$ cat src/rtl/mul_seq_pkg.sv
// Shared ALU control codes, sequencer state encodings and
// the state type used by the shift-add multiplier.
`ifndef ALU_CTL_ADD
`define ALU_CTL_AND  4'b0000
`define ALU_CTL_OR   4'b0001
`define ALU_CTL_ADD  4'b0010
`define ALU_CTL_SUB  4'b0110
`define ALU_CTL_SLT  4'b0111
`endif

`ifndef MUL_SEQ_IDLE
`define MUL_SEQ_IDLE 2'd0
`define MUL_SEQ_BUSY 2'd1
`define MUL_SEQ_DONE 2'd2
`endif

package mul_seq_pkg;

    localparam int unsigned MUL_W   = 32;
    localparam int unsigned CNT_W   = 5;
    localparam int unsigned ALU_C_W = 4;

    typedef enum logic [1:0] {
        S_IDLE = `MUL_SEQ_IDLE,
        S_BUSY = `MUL_SEQ_BUSY,
        S_DONE = `MUL_SEQ_DONE
    } mul_state_e;

endpackage

$ cat src/rtl/mul_seq.sv
// Sequential 32x32 shift-add multiplier borrowing the pipeline ALU.
// Define MUL_SEQ_EARLY_TERM_EN to stop once the multiplier runs out.
module mul_seq
    import mul_seq_pkg::*;
(
    input  logic               clk_i,
    input  logic               rst_n_i,
    input  logic               Valid_i,
    output logic               Ready_o,
    input  logic [MUL_W-1:0]   A_i,
    input  logic [MUL_W-1:0]   B_i,
    input  logic               Kill_i,
    output logic               Valid_o,
    input  logic               Ready_i,
    output logic [MUL_W-1:0]   Res_o,
    output logic               AluReq_o,
    input  logic               AluGnt_i,
    output logic [ALU_C_W-1:0] AluCtl_o,
    output logic [MUL_W-1:0]   AluOp1_o,
    output logic [MUL_W-1:0]   AluOp2_o,
    input  logic [MUL_W-1:0]   AluAdderRes_i
);

    mul_state_e       state_q, state_d;
    logic [MUL_W-1:0] acc_q, acc_d;
    logic [MUL_W-1:0] mcand_q, mcand_d;
    logic [MUL_W-1:0] mplier_q, mplier_d;
    logic [CNT_W-1:0] cnt_q, cnt_d;
    logic             busy;
    logic             last_step;

    always_ff @(posedge clk_i or negedge rst_n_i) begin
        if (!rst_n_i) begin
            state_q  <= S_IDLE;
            acc_q    <= '0;
            mcand_q  <= '0;
            mplier_q <= '0;
            cnt_q    <= '0;
        end else begin
            state_q  <= state_d;
            acc_q    <= acc_d;
            mcand_q  <= mcand_d;
            mplier_q <= mplier_d;
            cnt_q    <= cnt_d;
        end
    end

`ifdef MUL_SEQ_EARLY_TERM_EN
    assign last_step = (cnt_q == 5'd31) || (mplier_q[MUL_W-1:1] == '0);
`else
    assign last_step = (cnt_q == 5'd31);
`endif

    always_comb begin
        state_d  = state_q;
        acc_d    = acc_q;
        mcand_d  = mcand_q;
        mplier_d = mplier_q;
        cnt_d    = cnt_q;
        unique case (state_q)
            S_IDLE: begin
                if (Valid_i) begin
                    acc_d    = '0;
                    mcand_d  = A_i;
                    mplier_d = B_i;
                    cnt_d    = '0;
                    state_d  = S_BUSY;
`ifdef MUL_SEQ_EARLY_TERM_EN
                    if (B_i == '0) state_d = S_DONE;
`endif
                end
            end
            S_BUSY: begin
                if (AluGnt_i) begin
                    acc_d    = AluAdderRes_i;
                    mcand_d  = mcand_q << 1;
                    mplier_d = mplier_q >> 1;
                    cnt_d    = cnt_q + 5'd1;
                    if (last_step) state_d = S_DONE;
                end
            end
            S_DONE: begin
                if (Ready_i) state_d = S_IDLE;
            end
            default: state_d = S_IDLE;
        endcase
        // An abort freezes the datapath, so Acc keeps its pre-kill value.
        if (Kill_i) begin
            state_d  = S_IDLE;
            acc_d    = acc_q;
            mcand_d  = mcand_q;
            mplier_d = mplier_q;
            cnt_d    = cnt_q;
        end
    end

    assign busy = (state_q == S_BUSY);

    always_comb begin
        Ready_o  = (state_q == S_IDLE);
        Valid_o  = (state_q == S_DONE);
        Res_o    = acc_q;
        AluReq_o = busy;
        AluCtl_o = '0;
        AluOp1_o = '0;
        AluOp2_o = '0;
        if (busy) begin
            AluCtl_o = `ALU_CTL_ADD;
            AluOp1_o = acc_q;
            AluOp2_o = mplier_q[0] ? mcand_q : '0;
        end
    end

endmodule
$ cat config.mk
export PLATFORM = sky130hd
export DESIGN_NAME = mul_seq
export DESIGN_NICKNAME = d
export VERILOG_FILES = /design/src/rtl/mul_seq_pkg.sv /design/src/rtl/mul_seq.sv
export SDC_FILE = /design/constraint.sdc
export NUM_CORES = 1
export LEC_CHECK = 0
export CAP_MARGIN = 10
export CORE_MARGIN = 3
export CORE_UTILIZATION = 47
export DETAILED_ROUTE_END_ITERATION = 10
export PLACE_DENSITY = 0.87
export SYNTH_ARGS = -nofsm -noshare
export SYNTH_HDL_FRONTEND = slang
export SYNTH_SLANG_ARGS = --single-unit
$ cat constraint.sdc
create_clock -name clk_i -period 2.6 [get_ports clk_i]
set_clock_uncertainty 0.05 [all_clocks]
set_input_delay 0.39 -clock clk_i [delete_from_list [all_inputs] [get_ports clk_i]]
set_output_delay 0.39 -clock clk_i [all_outputs]
set_load 0.1 [all_outputs]
Word-level counts from Yosys, hierarchy flattened. Index checks and enable logic that the tools add are counted.

Add/sub/neg operators: 1. Eq/ne operators: 9. Mux-type cells: 22. Bitwise operators: 1. Reduce and logical (&&, ||, !) cells: 4.

Operator list (number): $mux W32 (9); $pmux W32 S2 (3); $mux W2 (6); $ne A3 B2 Y1 const B (4); $mux W5 (2); $pmux W5 S2 (1); $reduce_and A4 Y1 (2); $pmux W2 S3 (1); $add A5 B1 Y5 const B (1); $eq A5 B5 Y1 const B (1); $eq A2 B1 Y1 const B (1); $eq A2 B2 Y1 const B (1); $logic_not A2 Y1 (1); $ne A2 B1 Y1 const B (1); $ne A2 B2 Y1 const B (1); $reduce_bool A2 Y1 (1); $not A1 Y1 (1).

Register bits: 103. Bits of input ports: 102. Output and inout bits: 103. Logic and storage cells: 42.

Longest topological paths before layout. Gate-level depths: netlist of the first run.

Word-level depth: 5. Gate-level depth with buffers: 6. Mapped depth without buffers: 5.

Least setup slack after synthesis of the first run. Ideal clock, no wire load.

Path type: register to output. From: register state_q[1]. To: output AluOp1_o[22]. Arrival: 2.517 ns. Data required time: 2.160 ns. Setup slack: -0.357 ns. Stages on the path, launching flop included: 5. Path buffers: 1. Path through: dfrtp_1 > nand2b_4 > inv_1 > clkbuf_1 > and2_1.

Word-level cells in the longest chain between the ends: 2.

RTL lines: start: declaration (RTL line mul_seq.sv:24) `mul_state_e state_q, state_d;`; start signal: assignment (RTL line mul_seq.sv:40) `state_q <= state_d;`; $eq A2 B1 Y1 (RTL line mul_seq.sv:97) `assign busy = (state_q == S_BUSY);`; via AluReq_o (RTL line mul_seq.sv:16) `output logic AluReq_o,`; $mux W32 (RTL line mul_seq.sv:107) `if (busy) begin`; end: declaration (RTL line mul_seq.sv:19) `output logic [MUL_W-1:0] AluOp1_o,`.

The timed path passes the listed nets, and every way through them passes these cells.

Worst setup path in the final report of the first run.
From: register state_q[1]. To: output AluOp1_o[22].

Word-level cells in the longest chain between the ends: 2.

RTL lines (RTL line): $eq A2 B1 Y1 (mul_seq.sv:97); $mux W32 (mul_seq.sv:107).

No other way between the ends.

==> results of run 1 <==
[Yosys cell counts (2+ instances only)]
master,number
mux2_2,122
dfrtp_1,103
a22o_1,35
and3_1,33
and2_1,32
clkbuf_1,10
buf_2,9
buf_6,9
buf_4,7
inv_1,4
mux2_1,3
mux2i_1,3
ha_1,2
nand2_1,2
nand2b_1,2
nor2_1,2
nor2b_1,2
o41ai_1,2
[path summary, 6_finish.rpt]
path,depth (start not counted),slack (ns),end
min reg2reg,1,0.44,mplier_q[19]
max in group asynchronous,3,1.22,mcand_q[31]
max reg2reg,4,0.65,mplier_q[17]
min in group asynchronous,2,0.55,mcand_q[12]
max,5,0.32,AluOp1_o[22]
min,1,0.44,mplier_q[19]
[layout by cell type (no fill, tap or decap)]
| master | synthesis | final |
|---|---|---|
| buf_12 | 0 | 68 |
| o41ai_1 | 2 | 2 |
| mux2_2 | 122 | 122 |
| inv_6 | 0 | 1 |
| a21oi_1 | 1 | 1 |
| nor2b_1 | 2 | 2 |
| clkbuf_8 | 0 | 11 |
| nand2b_4 | 1 | 1 |
| dfrtp_1 | 103 | 103 |
| xnor2_1 | 1 | 1 |
| nand3_1 | 1 | 1 |
| nor3_4 | 1 | 1 |
| inv_1 | 4 | 4 |
| clkinv_4 | 0 | 1 |
| nand2_1 | 2 | 2 |
| dlygate4sd3_1 | 0 | 1 |
| and2_1 | 32 | 32 |
| nor3b_4 | 1 | 1 |
| buf_4 | 7 | 41 |
| conb_1 | 1 | 3 |
| nand4b_1 | 1 | 1 |
| clkdlybuf4s50_1 | 0 | 100 |
| nand2b_1 | 2 | 2 |
| nor2_1 | 2 | 2 |
| a31oi_1 | 1 | 1 |
| and3_1 | 33 | 33 |
| ha_1 | 2 | 2 |
| bufinv_16 | 0 | 2 |
| a22o_1 | 35 | 35 |
| o21ai_0 | 1 | 1 |
| mux2_1 | 3 | 3 |
| mux2i_1 | 3 | 3 |
[critical path: stages (launching register included)]
cell,delay (ns)
dfrtp_1,0.47
nand2b_4,0.18
inv_1,0.07
buf_4,0.31
and2_1,0.26
buf_12,0.19
[what timing repair did]
item	in CTS	in global routing
endpoints found under the hold margin	2	0
hold buffers	1	0
buffers inserted	0	0
[sequential cells by signal (all words and copies together), names as in the netlist]
register	count
Res_o	32
state_q	2
cnt_q	5
mcand_q	32
mplier_q	32
[cells by family (layout without fill, tap and decap cells)]
logic type      after synthesis  count (layout)  share of synthesized area
compound gates               40              40                     0.0660
flops                       103             103                      0.500
xor+xnor                      1               1                    0.00170
simple gates                 78              78                     0.0988
mux                         128             128                      0.279
other cells                   1               3                   0.000728
fa+ha+maj                     2               2                    0.00485
buf+inv                      39             229                     0.0488
[layout make-up]
cell class              count  area (µm²)  share of cell area
multi-input cells         252        2330               0.291
flip-flops and latches    103        2580               0.322
inverters                   4        15.0             0.00188
well taps                 136         170              0.0213
repair buffers            210        2680               0.335
clock buffers              11         151              0.0189
clock inverters             4        77.6             0.00969
[power by group]
part           internal [µW]  total, µW  switching [µW]
sequential              1930       2180             247
combinational            927       2270            1340
clock                    596       1130             530
[layer usage]
| layer | part of all wire | routed length (µm) | vias up | GRT usage |
|---|---|---|---|---|
| met4 | 0.020 | 261 | 0 | 0.0698 |
| met2 | 0.51 | 6480 | 164 | 0.361 |
| met1 | 0.39 | 5040 | 1860 | 0.257 |
| met3 | 0.080 | 1030 | 18 | 0.0568 |
| li1 | - | - | 1774 | - |
| met5 | 0 | 0 | - | 0 |
[through the flow]
step,cells,utilization,total power (µW),setup WS [ns]
4_1_cts,720,0.762,5630,0.287
5_1_grt,720,0.762,5810,0.216
6_report,720,0.762,5580,0.323
3_5_place_dp,704,0.739,4500,0.383
3_3_place_gp,704,0.739,4420,0.464
2_1_floorplan,394,-,3710,0.158
==> summary.md, run 1 <==
| Metric | Value |
|---|---|
| HP Class | `flip-flop to flip-flop` |
| Vias in the first global route | `4133` |
| Mapped Cells | `392` |
| Starting Density | `0.490` |
| Clk Latency, worst-skew pair | `0.35 ns` |
| Layout Nets | `684` |
| Deepest clock path buffer count | `2` |
| Max Freq | `439 MHz` |
| Hold_sp | `mplier_q[19]` |
| CP arrival | `1.84 ns` |
| RSZ-0062 raised after global routing | `no` |
| DRC viols | `0` |
| Synthesized area | `5150 µm²` |
| Largest net degree at the start of global routing | `65` |
| RePlAce Congestion | `0.764` |
| Max-cap viol count | `0` |
| Initial drt markers | `144` |
| Wirelength per Cell | `17.8 µm` |
| Pleak | `0.00357 µW` |
| Placeable Area | `10500 µm²` |
| Max-slew headroom | `0.443` |
| Root Buffer Master | `clkbuf_8` |
| I/O Pins | `205` |
| Yosys cell types | `28` |
| Yosys top cell area share | `0.500` |
| Final wirelength | `12800 µm` |
| Final Hold Viols | `0` |
| Chip width | `111 µm` |
| Critical path origin | `state_q[1]` |
| Area growth syn-to-layout | `55.3%` |
| Final Critical Period | `2.28 ns` |
| Flops & latches, synth | `103` |
| Post-DP Area | `7760 µm²` |
| Max VDD drop | `0.440 mV` |
| CTS Buf Count | `9` |
| Maximum level of the CTS H-tree | `3` |
| Clock transition at path regs | `0.09 ns` |
| Final ANT Viol Nets | `0` |
| Port bufs | `201` |
| RR Startpoint | `state_q[1]` |
| Post-synth EDFFs | `0` |
| Mean Syn Cell Area | `13.1 µm²` |
| Row count | `37` |
| CP startpoint kind | `flip-flop` |
| Synth area leader | `dfrtp_1` |
| CTS tree | `yes` |
| Share of layout cells above drive strength 1 | `0.426` |
| Initial antenna violation count | `0` |
| CTS resizes | `0` |
| Seq/Total Area, Yosys | `0.500` |
| Final hold slack | `0.438 ns` |
| Crit path capture type | `output pin` |
| Synth area leaders | `dfrtp_1 50%, mux2_2 27%, a22o_1 5.9%` |
| Die H | `111 µm` |
| Ant diodes | `0` |
| PwrDens | `697 nW/µm²` |
| Count of final setup violators | `0` |
| First-pass GRT wire length | `21300 µm` |
| Status | `completed` |
| Worst setup path class | `flip-flop to output pin` |
| Routed vias | `3816` |
| WP data required | `2.16 ns` |
| CTS Sinks | `103` |
| Aggregate global routing overflow | `0` |
| Async set or reset register ratio after synthesis | `1.00` |
| First drt pass iteration count | `5` |
| Detailed Place HPWL | `9470 µm` |
| Period utilisation layout | `0.876` |
| Final setup TNS | `0 ns` |
| YS warnings | `0` |
| Die area | `12300 µm²` |
| Worst-margin pin slew | `0.835 ns` |
| Fin. max-slew vios | `0` |
| Design area | `8000 µm²` |
| Crit Path Max Fanout | `34` |
| Total GRT Usage | `0.210` |
| Vias per std cell | `5.30` |
| Fillers | `656` |
| Top FF cell, synth | `dfrtp_1` |
No activity file was read; power rests on OpenSTA's default activity.
==> run 2: changes to the inputs <==
- RECOVER_POWER: not set -> 50
- clock period: 2.6 -> 2.85 ns (I/O delays scaled with it)
==> run 2 against run 1 <==
Effect of this change: critical path depth is the same; clock power shrank 14%; global-route usage shrank 0.15 points; core utilization shrank 1.7 points; cell count shrank 0.28%; first-iteration DRC count shrank 22%; count of clock-buffer cells in the layout shrank 1; die area is the same; flip-flop and latch count is the same; register-to-register slack lost 0.47 ns; wire length is essentially flat; power shrank 10%; critical path type is now input pin to flip-flop; largest cell class is now registers; highest routed layer unchanged.
==> summary.md, run 2 (synthesized netlist as in run 1, its figures left out) <==
| Metric | Value |
|---|---|
| Status | `completed` |
| Cell Chain, Critical Path | `clkdlybuf4s50_1, mux2i_1, nor3_4, buf_2, mux2_2` |
| CP bufs+invs | `2 (-1)` |
| Detailed Place HPWL | `9700 µm (+2.4%)` |
| Placeable Area | `10500 µm² (unchanged)` |
| Total GRT Usage | `0.209 (-0.00147)` |
| Crit path to | `mcand_q[28]` |
| Max Freq | `371 MHz` |
| Area growth syn-to-layout | `51.8%` |
| Final Critical Period | `2.70 ns` |
| Deepest clock path buffer count | `2 (unchanged)` |
| RSZ-0062 raised after global routing | `no` |
| Final Hold Viols | `0 (unchanged)` |
| HP Class | `input pin to async pin` |
| Period utilisation layout | `0.946` |
| Cell count along the critical path | `5 (unchanged)` |
| FF-to-FF path depth | `4 (unchanged)` |
| Final wirelength | `12800 µm (about the same)` |
| WP data required | `3.03 ns (+0.87 ns)` |
| Ant diodes | `0 (unchanged)` |
| Commonest non-fill, non-tap cells in the layout | `122 x mux2_2, 103 x dfrtp_1, 100 x clkdlybuf4s50_1` |
| Reg-to-reg endpoint | `mcand_q[28]` |
| Vias in the first global route | `4194 (+1.5%)` |
| Largest net degree at the start of global routing | `65 (unchanged)` |
| Setup Fix Bufs, Post-CTS | `0 (unchanged)` |
| Crit-path leading delay family | `buffers and inverters` |
| Vias per std cell | `5.29 (-0.27%)` |
| CP startpoint kind | `input pin` |
| Die area | `12300 µm² (unchanged)` |
| Critical path origin | `AluGnt_i` |
| Crit path capture type | `flip-flop` |
| CTS Buf Count | `9 (unchanged)` |
| Count of final setup violators | `0 (unchanged)` |
| Pleak | `0.00341 µW (-4.5%)` |
| Reg2reg setup slack | `0.18 ns (-0.47 ns)` |
| CP arrival | `2.88 ns (+1.04 ns)` |
| Die H | `111 µm (unchanged)` |
| CTS tree | `yes` |
| RePlAce Congestion | `0.738 (-3.3%)` |
| RR Startpoint | `state_q[0]` |
| Pre-CTS WS | `0.572 ns (+0.190 ns)` |
| First-pass GRT wire length | `20900 µm (-1.5%)` |
| Final setup TNS | `0 ns (unchanged)` |
| DRC viols | `0 (unchanged)` |
| Slowest cell on the critical path | `buf_2` |
| PwrDens | `638 nW/µm² (-8.4%)` |
| Chip width | `111 µm (unchanged)` |
| CTS Hold Bufs | `0 (-1)` |
| CTS resizes | `0 (unchanged)` |
| Initial drt markers | `113 (-22%)` |
| Routed vias | `3795 (-0.55%)` |
| Worst-margin pin slew | `1.43 ns (+0.596 ns)` |
| Aggregate global routing overflow | `0 (unchanged)` |
| Layout Nets | `682 (-0.29%)` |
| Share of layout cells above drive strength 1 | `0.368 (-0.0587)` |
| Root Buffer Master | `clkbuf_8` |
| Port bufs | `201 (unchanged)` |
| Wirelength per Cell | `17.8 µm (+0.25%)` |
| Max VDD drop | `0.373 mV (-15%)` |
| Highest cell delay on the worst timing path | `1.07 ns (+0.60 ns)` |
| Crit Path Max Fanout | `64 (+88%)` |
| Maximum level of the CTS H-tree | `3 (unchanged)` |
| Final ANT Viol Nets | `0 (unchanged)` |
| Starting Density | `0.490 (unchanged)` |
| Clock transition at path regs | `0.09 ns (about the same)` |
| Max-slew headroom | `0.0458 (-0.398)` |
| Fin. max-slew vios | `0 (unchanged)` |
| Worst Setup Slack, final | `0.153 ns (-0.170 ns)` |
| Max-cap viol count | `0 (unchanged)` |
| I/O Pins | `205 (unchanged)` |
| Worst setup path class | `input pin to flip-flop` |
| Most common cell after layout, fill and taps aside | `mux2_2` |
| Initial antenna violation count | `0 (unchanged)` |
| Row count | `37 (unchanged)` |
| CTS Sinks | `103 (unchanged)` |
| First drt pass iteration count | `6 (+1)` |
| Clk Latency, worst-skew pair | `0.36 ns (about the same)` |
-- run 2: changes by cell type in the layout (fill, tap and decap cells not counted) --
cell / before / now
buf_4: 41 / 4
buf_2: 0 / 1
clkinv_2: 0 / 1
clkbuf_1: 0 / 34
clkbuf_2: 0 / 3
dlygate4sd3_1: 1 / 0
buf_12: 68 / 67
clkbuf_8: 11 / 9
-- run 2: routing by layer --
layer / vias to the layer above / wire length [µm] / track usage / part of all wire
met5: - / 0 / 0 / 0
met4: 0 / 323 / 0.0764 / 0.025
met3: 24 / 1060 / 0.0650 / 0.083
met2: 157 / 6630 / 0.366 / 0.52
met1: 1842 / 4790 / 0.239 / 0.37
li1: 1772 / - / - / -
-- run 2: where the power goes --
group | internal [µW] | switching (µW) | leakage [µW]
sequential | 1760 | 228 | 0.00128
clock | 494 | 482 | 0.000107
combinational | 802 | 1220 | 0.00202
-- run 2: how the worst min path moves through the flow --
stage | endpoint | slack [ns] | start | cells past startpoint
2_1_floorplan | Res_o[0] | 0.08 | rst_n_i | 0
3_3_place_gp | mplier_q[18] | 0.42 | mplier_q[18] | 1
3_5_place_dp | mplier_q[18] | 0.43 | mplier_q[18] | 1
4_1_cts | mcand_q[12] | 0.05 | rst_n_i | 1
5_1_grt | mcand_q[11] | 0.34 | rst_n_i | 1
6_report | mcand_q[12] | 0.25 | rst_n_i | 1
-- run 2: area by class of cell --
class,count,area (µm²)
Clock buffer,10,128
Clock inverter,5,82.6
Fill cell,697,2690
Inverter,4,15.0
Multi-Input combinational cell,252,2330
Sequential cell,103,2580
Tap cell,136,170
Timing Repair Buffer,208,2520
-- run 2: stage by stage --
| step | area (µm²) | hold WS [ns] | utilization | power (µW) | instances |
|---|---|---|---|---|---|
| 6_report | 7820 | 0.251 | 0.744 | 4990 | 718 |
| 5_1_grt | 7820 | 0.340 | 0.744 | 5220 | 718 |
| 4_1_cts | 7980 | 0.0460 | 0.759 | 5090 | 718 |
| 3_5_place_dp | 7770 | 0.426 | 0.739 | 4120 | 703 |
| 3_3_place_gp | 7770 | 0.416 | 0.739 | 4040 | 703 |
| 2_1_floorplan | 5160 | 0.0819 | - | 3380 | 394 |
